File: config.mk
export PLATFORM = sky130hd
export DESIGN_NAME = seq_group_adder
export DESIGN_NICKNAME = d
export VERILOG_FILES = /design/src/rtl/seq_group_adder.sv
export SDC_FILE = /design/constraint.sdc
export NUM_CORES = 1
export LEC_CHECK = 0
export ABC_AREA = 1
export CAP_MARGIN = 20
export CORE_MARGIN = 2
export CORE_UTILIZATION = 30
export CTS_CLUSTER_DIAMETER = 200
export DETAILED_ROUTE_END_ITERATION = 10
export PLACE_DENSITY_LB_ADDON = 0.3
export SLEW_MARGIN = 5
export SYNTH_ARGS = -nofsm -noshare
export SYNTH_HDL_FRONTEND = slang
export SYNTH_SLANG_ARGS = --single-unit
File: constraint.sdc
create_clock -name clk -period 5.3 [get_ports clk]
set_input_delay 0.53 -clock clk [delete_from_list [all_inputs] [get_ports clk]]
set_output_delay 0.53 -clock clk [all_outputs]
set_load 0.05 [all_outputs]
File: src/rtl/seq_group_adder.sv
// Multi-cycle WIDTH-bit add/subtract unit that resolves one GROUP_BITS-wide group per clock
// using nibble lookahead. It also exports word-level generate/propagate for chaining.
module seq_group_adder #(
    parameter int unsigned WIDTH      = 36,
    parameter int unsigned GROUP_BITS = 8
) (
    input  logic             clk,
    input  logic             rst_n,
    input  logic             in_valid,
    output logic             in_ready,
    input  logic             op_sub,
    input  logic             cin,
    input  logic [WIDTH-1:0] a,
    input  logic [WIDTH-1:0] b,
    output logic             out_valid,
    input  logic             out_ready,
    output logic [WIDTH-1:0] sum,
    output logic             cout,
    output logic             ovf,
    output logic             zero,
    output logic             gg,
    output logic             pg
);

    localparam int unsigned NGROUPS = (WIDTH + GROUP_BITS - 1) / GROUP_BITS;
    localparam int unsigned PW      = NGROUPS * GROUP_BITS;
    localparam int unsigned NNIB    = GROUP_BITS / 4;
    localparam int unsigned KW      = $clog2(NGROUPS + 1);
    localparam int unsigned TOPBIT  = (WIDTH - 1) % GROUP_BITS;
    localparam logic [KW-1:0] KLast = KW'(NGROUPS - 1);
    localparam logic [KW-1:0] KDone = KW'(NGROUPS);

    typedef enum logic [1:0] {StIdle, StRun, StDone} state_e;

    // Carry into every bit of a group: nibble-level lookahead, ripple inside each nibble.
    function automatic logic [GROUP_BITS:0] group_carries(input logic [GROUP_BITS-1:0] ga,
                                                          input logic [GROUP_BITS-1:0] gb,
                                                          input logic ci);
        logic [GROUP_BITS:0] c;
        logic [NNIB:0]       nc;
        logic [3:0]          bg, bp;
        logic                ng, np;
        c     = '0;
        nc    = '0;
        nc[0] = ci;
        for (int j = 0; j < int'(NNIB); j++) begin
            bg = ga[4*j +: 4] & gb[4*j +: 4];
            bp = ga[4*j +: 4] | gb[4*j +: 4];
            ng = bg[3] | (bp[3] & bg[2]) | (bp[3] & bp[2] & bg[1]) |
                 (bp[3] & bp[2] & bp[1] & bg[0]);
            np = &bp;
            nc[j+1]  = ng | (np & nc[j]);
            c[4*j]   = nc[j];
            for (int i = 1; i < 4; i++) begin
                c[4*j+i] = bg[i-1] | (bp[i-1] & c[4*j+i-1]);
            end
        end
        c[GROUP_BITS] = nc[NNIB];
        return c;
    endfunction

    function automatic logic carry_at(input logic [GROUP_BITS-1:0] ga,
                                      input logic [GROUP_BITS-1:0] gb,
                                      input logic ci, input int unsigned pos);
        logic [GROUP_BITS:0] c;
        c = group_carries(ga, gb, ci);
        return c[pos];
    endfunction

    state_e              state_q, state_d;
    logic [KW-1:0]       k_q;
    logic [PW-1:0]       a_q, b_q, work_q;
    logic                carry_q, gcarry_q, pg_acc_q;
    logic                out_valid_q, cout_q, ovf_q, zero_q, gg_q, pg_q;
    logic [WIDTH-1:0]    sum_q;

    int                  gbase;
    logic                is_top;
    logic [GROUP_BITS-1:0] ga, gb, gpad, gsum;
    logic [GROUP_BITS:0] cv;
    logic                carry_nx, gcarry_nx, gprop;

    always_comb begin
        gbase  = int'(k_q) * int'(GROUP_BITS);
        is_top = (k_q == KLast);
        ga     = a_q[gbase +: GROUP_BITS];
        gb     = b_q[gbase +: GROUP_BITS];
        for (int i = 0; i < int'(GROUP_BITS); i++) begin
            gpad[i] = (gbase + i >= int'(WIDTH));
        end
        cv   = group_carries(ga, gb, carry_q);
        // Padding bits are forced to 0 so zero can fold in the whole work register.
        gsum = (ga ^ gb ^ cv[GROUP_BITS-1:0]) & ~gpad;
        // On the top group, the carry of interest is out of bit WIDTH-1, not the padding.
        carry_nx  = is_top ? cv[TOPBIT+1] : cv[GROUP_BITS];
        gcarry_nx = carry_at(ga, gb, gcarry_q, is_top ? TOPBIT + 1 : GROUP_BITS);
        gprop     = &(ga | gb | gpad);
    end

    always_comb begin
        state_d = state_q;
        case (state_q)
            StIdle:  if (in_valid) state_d = StRun;
            StRun:   if (k_q == KDone) state_d = StDone;
            StDone:  if (out_ready) state_d = StIdle;
            default: state_d = StIdle;
        endcase
    end

    always_ff @(posedge clk or negedge rst_n) begin
        if (!rst_n) state_q <= StIdle;
        else        state_q <= state_d;
    end

    always_ff @(posedge clk or negedge rst_n) begin
        if (!rst_n) begin
            k_q         <= '0;
            a_q         <= '0;
            b_q         <= '0;
            work_q      <= '0;
            carry_q     <= 1'b0;
            gcarry_q    <= 1'b0;
            pg_acc_q    <= 1'b0;
            out_valid_q <= 1'b0;
            sum_q       <= '0;
            cout_q      <= 1'b0;
            ovf_q       <= 1'b0;
            zero_q      <= 1'b0;
            gg_q        <= 1'b0;
            pg_q        <= 1'b0;
        end else begin
            case (state_q)
                StIdle: begin
                    if (in_valid) begin
                        a_q      <= PW'(a);
                        b_q      <= PW'(op_sub ? ~b : b);
                        carry_q  <= op_sub | cin;
                        gcarry_q <= 1'b0;
                        k_q      <= '0;
                        pg_acc_q <= 1'b1;
                    end
                end
                StRun: begin
                    if (k_q == KDone) begin
                        sum_q       <= work_q[WIDTH-1:0];
                        cout_q      <= carry_q;
                        ovf_q       <= (a_q[WIDTH-1] == b_q[WIDTH-1]) &
                                       (work_q[WIDTH-1] != a_q[WIDTH-1]);
                        zero_q      <= ~|work_q;
                        gg_q        <= gcarry_q;
                        pg_q        <= pg_acc_q;
                        out_valid_q <= 1'b1;
                    end else begin
                        work_q[gbase +: GROUP_BITS] <= gsum;
                        carry_q  <= carry_nx;
                        gcarry_q <= gcarry_nx;
                        pg_acc_q <= pg_acc_q & gprop;
                        k_q      <= k_q + KW'(1);
                    end
                end
                StDone: begin
                    if (out_ready) out_valid_q <= 1'b0;
                end
                default: ;
            endcase
        end
    end

    assign in_ready  = (state_q == StIdle);
    assign out_valid = out_valid_q;
    assign sum       = sum_q;
    assign cout      = cout_q;
    assign ovf       = ovf_q;
    assign zero      = zero_q;
    assign gg        = gg_q;
    assign pg        = pg_q;

endmodule

**Yosys cells after proc, flatten, opt, wreduce, memory -nomap -nowiden**

Index checks and enable logic that the tools add are counted.

- Add/sub/neg operators: 9
- Order comparisons: 9
- Equality and inequality tests: 10
- Shifts and indexed selects: 4
- Multiplexer cells: 25
- Bitwise logic cells: 63
- Reductions and logical operators: 14

Operators with widths:

| kind | count |
|---|---|
| 40-bit by 7-bit indexed part select with 8-bit output | 2 |
| 7-bit by 6-bit >= comparator with 1-bit output, second input constant | 7 |
| 40-bit bitwise mux | 1 |
| 40-bit two-way mux | 1 |
| 36-bit inverter with 40-bit output | 1 |
| 40-bit OR reduction | 1 |
| 8-bit by 33-bit variable shift with 40-bit output, first input constant | 1 |
| 8-bit by 33-bit indexed part select with 40-bit output | 1 |
| 6-bit negator with 33-bit output | 1 |
| 6-bit by 3-bit adder with 7-bit output, second input constant | 4 |
| 1-bit bitwise AND | 28 |
| 1-bit bitwise OR | 23 |
| 8-bit bitwise OR | 2 |
| 8-bit XOR | 2 |
| 6-bit by 2-bit adder with 7-bit output, second input constant | 2 |
| 1-bit two-way mux | 10 |
| 3-bit AND reduction | 3 |
| 4-bit bitwise AND | 2 |
| 8-bit bitwise AND | 1 |
| 2-bit != test, second input constant | 4 |
| 8-bit inverter | 1 |
| 4-bit bitwise OR | 2 |
| 1-bit case mux with 2 select lines | 4 |
| 4-bit AND reduction | 2 |
| 21 further kinds | 28 |

- Register bits after elaboration: 166
- Bits of input ports: 78
- Output and inout bits: 43
- Word-level logic and storage cells: 149

**Longest topological paths before layout**

- Word-level depth: 17
- Mapped depth: 23
- Depth with buffers taken out: 21

**Least setup slack after synthesis**

OpenSTA, ideal clock, no wires.

- Path type: flip-flop to flip-flop
- Start: reg k_q[1]
- End: reg work_q[14]
- Setup time: 0.076 ns
- Arrival: 3.337 ns
- Data required time: 5.224 ns
- Path slack: 1.887 ns
- Stages on the path, launching flop included: 20
- Path buffers: 2
- Clock period less this slack: 3.413 ns
- Cells stage by stage: dfrtp_1 > buf_4 > clkinv_1 > buf_2 > nand3_1 > nand3_1 > o21ai_0 > ha_1 > nor3b_1 > nor2_1 > nand3_1 > fa_1 > fa_1 > inv_1 > fa_1 > nor2_1 > nand3_1 > nor2_1 > nand3_1 > o21ai_1

- Word-level cells in the longest chain between the ends: 17
- Elaborated cells on any way between the ends: 55
- Those cells by class: add/sub (8); order compare (8); eq/ne (1); shift (4); mux (1); bitwise (31); reduce/logical (2)

RTL lines:

| item | RTL line | RTL |
|---|---|---|
| from (decl) | 71 | `logic [KW-1:0] k_q;` |
| from (signal assigned) | 158 | `k_q <= k_q + KW'(1);` |
| 40-bit by 7-bit indexed part select with 8-bit output, on equally long branches | 86, 87 |  |
| 4-bit bitwise OR or 4-bit bitwise AND (tied branches) | 48, 47 |  |
| 1-bit bitwise AND, on equally long branches | 49, 50 |  |
| 1-bit bitwise OR (tied with other cells) | 49 | `ng = bg[3] \| (bp[3] & bg[2]) \| (bp[3] & bp[2] & bg[1]) \|` |
| 1-bit bitwise OR or 1-bit bitwise AND (tied branches) | 49, 50 |  |
| 1-bit bitwise OR | 49 |  |
| 1-bit bitwise OR | 52 | `nc[j+1] = ng \| (np & nc[j]);` |
| 1-bit bitwise AND | 55 | `c[4*j+i] = bg[i-1] \| (bp[i-1] & c[4*j+i-1]);` |
| 1-bit bitwise OR | 55 |  |
| 1-bit bitwise AND | 55 |  |
| 1-bit bitwise OR | 55 |  |
| 1-bit bitwise AND | 55 |  |
| 1-bit bitwise OR | 55 |  |
| 8-bit XOR | 93 | `gsum = (ga ^ gb ^ cv[GROUP_BITS-1:0]) & ~gpad;` |
| 8-bit bitwise AND | 93 |  |
| 8-bit by 33-bit indexed part select with 40-bit output | 154 | `work_q[gbase +: GROUP_BITS] <= gsum;` |
| 40-bit bitwise mux | 154 |  |
| to (signal, indexed assignment) | 154 |  |
| to (decl) | 72 | `logic [PW-1:0] a_q, b_q, work_q;` |

Parallel ways exist; a longest one is shown, timed or not.
A chain may end at the register's enable or synchronous reset.

**Final worst setup path**

- Start: reg k_q[1]
- End: reg work_q[23]

Same word-level chain as after synthesis.

==> results.md <==
* CTS buffer count at 17
* Cts repair resizes at 0
* Placer Congestion at 0.8465
* Post-layout worst setup margin at 1.359 ns
* Synth top area share at 50.29%
* Clk slew on worst S/H paths at 0.06 ns
* Postcts setup bufs at 0
* Commonest cells post-synth: nand2_1, dfrtp_1, o21ai_0, inv_1, nand3_1
* DP Worst Slack at 1.401 ns
* Tmin final at 3.941 ns
* DR iter-0 viols at 433
* H-tree levels at 4
* Post-synthesis mux area share at 0%
* EDFF count, synth at 0
* Crit path DAT at 4.28 ns
* Pin count of the biggest net entering global routing at 114
* Overflow after GRT at 0
* Simple-gate share of the synthesized area at 23.95%
* Insertion delay to the later sink of the worst-skew pair at 0.43 ns
* Die W at 168.4 um
* Clock sink count at 163
* Worst VDD drop at 0.2581 mV
* CTS tree: built
* Adder-cell share of the synthesized area at 5.183%
* Vias in the first global route at 6311
* Outcome: finished clean
* Nets@finish at 1167
* Yosys top cell by area: dfrtp_1
* Top FF cell, synth: dfrtp_1
* Largest family of logic cells by synthesized area: simple AND/OR/NAND/NOR gates
* Pins Over Slew Limit at 0
* Clk_skew at 0.007899 ns
* Dpl hpwl at 14.97 mm
* Number of remaining DRC errors at 0
* CP max FO at 21
* Area of the die at 0.02837 mm2
* Post-synthesis compound-gate area fraction at 9.378%
* Sw frac at 46.86%
* Final hold vios at 0
* Combinational fraction of design power at 51.0%
* Share of cells above drive strength 1 at 6.530%
* Syn. warnings at 0
* Hold_buf cts at 0
* Root Driver: clkbuf_16
* Setup Total Neg Slack at 0 ns
* Initial antenna violation count at 0
* Area delta synth->final at 25.08%
* Gr usage total at 15.16%
* Switching power at 3167 uW
* Syn Area/Cell at 8.441 um2
* Xor-xnor portion of the synthesized cell area at 3.995%
* Pre-antenna DRT Iters at 5
* Int Pwr at 3591 uW
* Peak Freq at 0.2538 GHz
* Antenna-violating nets left at 0
* Port Buf Inserts at 120
* Worst Tran Pin Value at 1.081 ns
* Worst hold path type: input pin to asynchronous set/reset pin
* Startpoint Class: flop
* Clock Power Share at 18.2%
* CORE AREA at 0.02673 mm2
* WS Path Type: flop to flop
* Initial Utilization at 30.35%
* Most numerous cell in the Yosys netlist: nand2_1
* Pleak at 0.004754 uW
* Ys async rst share at 100.0%
* Antenna diodes at 0
* Num ports at 121
* Seq cells post-synth at 163
* Die Ht at 168.4 um
* Pwr dens at 666.0 mW/mm2
* Post-Synthesis Cells at 961
* Total Wirelength at 20.48 mm
* Top cells by area, synth: dfrtp_1, nand2_1, o21ai_0
* Syn nets at 1069
* First-pass GRT wire length at 34.02 mm
* Filler cell count at 2779
* Worst Path Required at 5.64 ns
* Number of distinct library cells after synthesis at 40
* Final Power at 6757 uW
* Via density at 4.536
* Post-Syn Area at 0.008112 mm2
* Sequential area share after synthesis at 50.29%
* Worst Setup End Kind: flop
* Final worst-path cycle share at 74.35%
* Wire per inst at 14.49 um
* Row count at 60
* Final setup viols at 0
* RSZ-0062 raised after global routing: no
* Bufs on Longest Clock Path at 2
* Via count at 6409
* Slew HR at 27.93%
* Number of max-cap violations at 0
* Sequential cell fraction of total power at 30.8%
[final cells by class]
class | count | area (um2) | share of cell area (%)
Multi-Input combinational cell | 664 | 3453 | 34.04
Sequential cell | 163 | 4079 | 40.20
Timing Repair Buffer | 127 | 1270 | 12.52
Clock buffer | 22 | 494.2 | 4.871
Inverter | 86 | 325.3 | 3.206
Clock inverter | 10 | 97.59 | 0.9619
Tap cell | 341 | 426.7 | 4.205
[cells in the final DEF (no fill, tap or decap), types with 5 or more instances in the layout]
master,Yosys,layout
nand2_1,299,299
dfrtp_1,163,163
clkdlybuf4s50_1,0,118
o21ai_0,95,95
inv_1,81,81
nand3_1,64,64
nor2_1,56,56
xnor2_1,36,36
ha_1,24,24
clkbuf_16,0,17
a21oi_1,16,16
o22ai_1,11,11
o21ai_1,8,8
nand4_1,8,8
nor3_1,7,7
nand2_2,7,6
o21ai_2,6,6
fa_1,6,6
buf_4,4,6
clkbuf_8,0,5
[power groups by stage]
stage | Clock (uW) | Combinational [uW] | Sequential [uW]
2_1_floorplan | 0 | 2150 | 2360
3_3_place_gp | 0 | 3420 | 2100
3_5_place_dp | 0 | 3450 | 2100
4_1_cts | 1250 | 3470 | 2090
5_1_grt | 1320 | 3900 | 2150
6_report | 1230 | 3450 | 2080
[critical path: stages, from the launching register on]
cell	delay [ns]
dfrtp_1	0.83
clkinv_1	0.19
buf_4	0.26
nand3_1	0.10
nand3_1	0.08
o21ai_1	0.13
inv_1	0.07
ha_1	0.22
nor2_1	0.22
nand3_1	0.13
nand3_1	0.14
fa_1	0.20
fa_1	0.17
inv_1	0.05
fa_1	0.38
inv_1	0.07
nor2_1	0.03
nor2_1	0.09
nand2_1	0.08
nor3_1	0.20
nand3_1	0.09
o21ai_0	0.11
[worst paths after layout]
check                             start          to  slack [ns]  cells past startpoint
worst max-delay path             k_q[1]  work_q[23]        1.36                     21
worst min-delay path              rst_n     sum[30]        0.04                      1
worst max register to register   k_q[1]  work_q[23]        1.36                     21
worst min register to register  sum[27]     sum[27]        0.47                      2
max in group asynchronous         rst_n   work_q[3]        4.21                      2
min in group clk                sum[27]     sum[27]        0.47                      2
[stage by stage]
step,hold WS [ns],utilization (%),cells,cell area (um2)
after floorplan,0.2344,-,961,8112
after global placement,0.4558,35.65,1380,9527
after detailed placement,0.4627,35.65,1380,9527
after CTS,0.2821,37.86,1412,10120
after global routing,0.06980,37.96,1413,10150
final,0.04000,37.96,1413,10150
[state kept, by name (all words and copies together) (netlist names)]
signal and count:
pg_acc_q 1, ovf 1, zero 1, b_q 37, a_q 36, state_q 2
cout 1, work_q 40, gg 1, gcarry_q 1, k_q 3, sum 36
carry_q 1, pg 1, out_valid 1
[metal layers]
metal,up-vias,global-route usage (%),routed length (um)
met5,-,0,0
met4,0,4.123,264
met3,22,2.962,849
met2,158,22.92,9188
met1,2980,22.12,10170
li1,3249,-,-
[kinds of logic after synthesis]
kind of cell             Yosys count
XOR/XNOR                          37
adder cells (fa/ha/maj)           30
AO/OA/AOI/OAI                    142
AND/OR/NAND/NOR                  455
flip-flops                       163
buffers and inverters            134
Note: power is estimated with default switching activity, not from simulation.
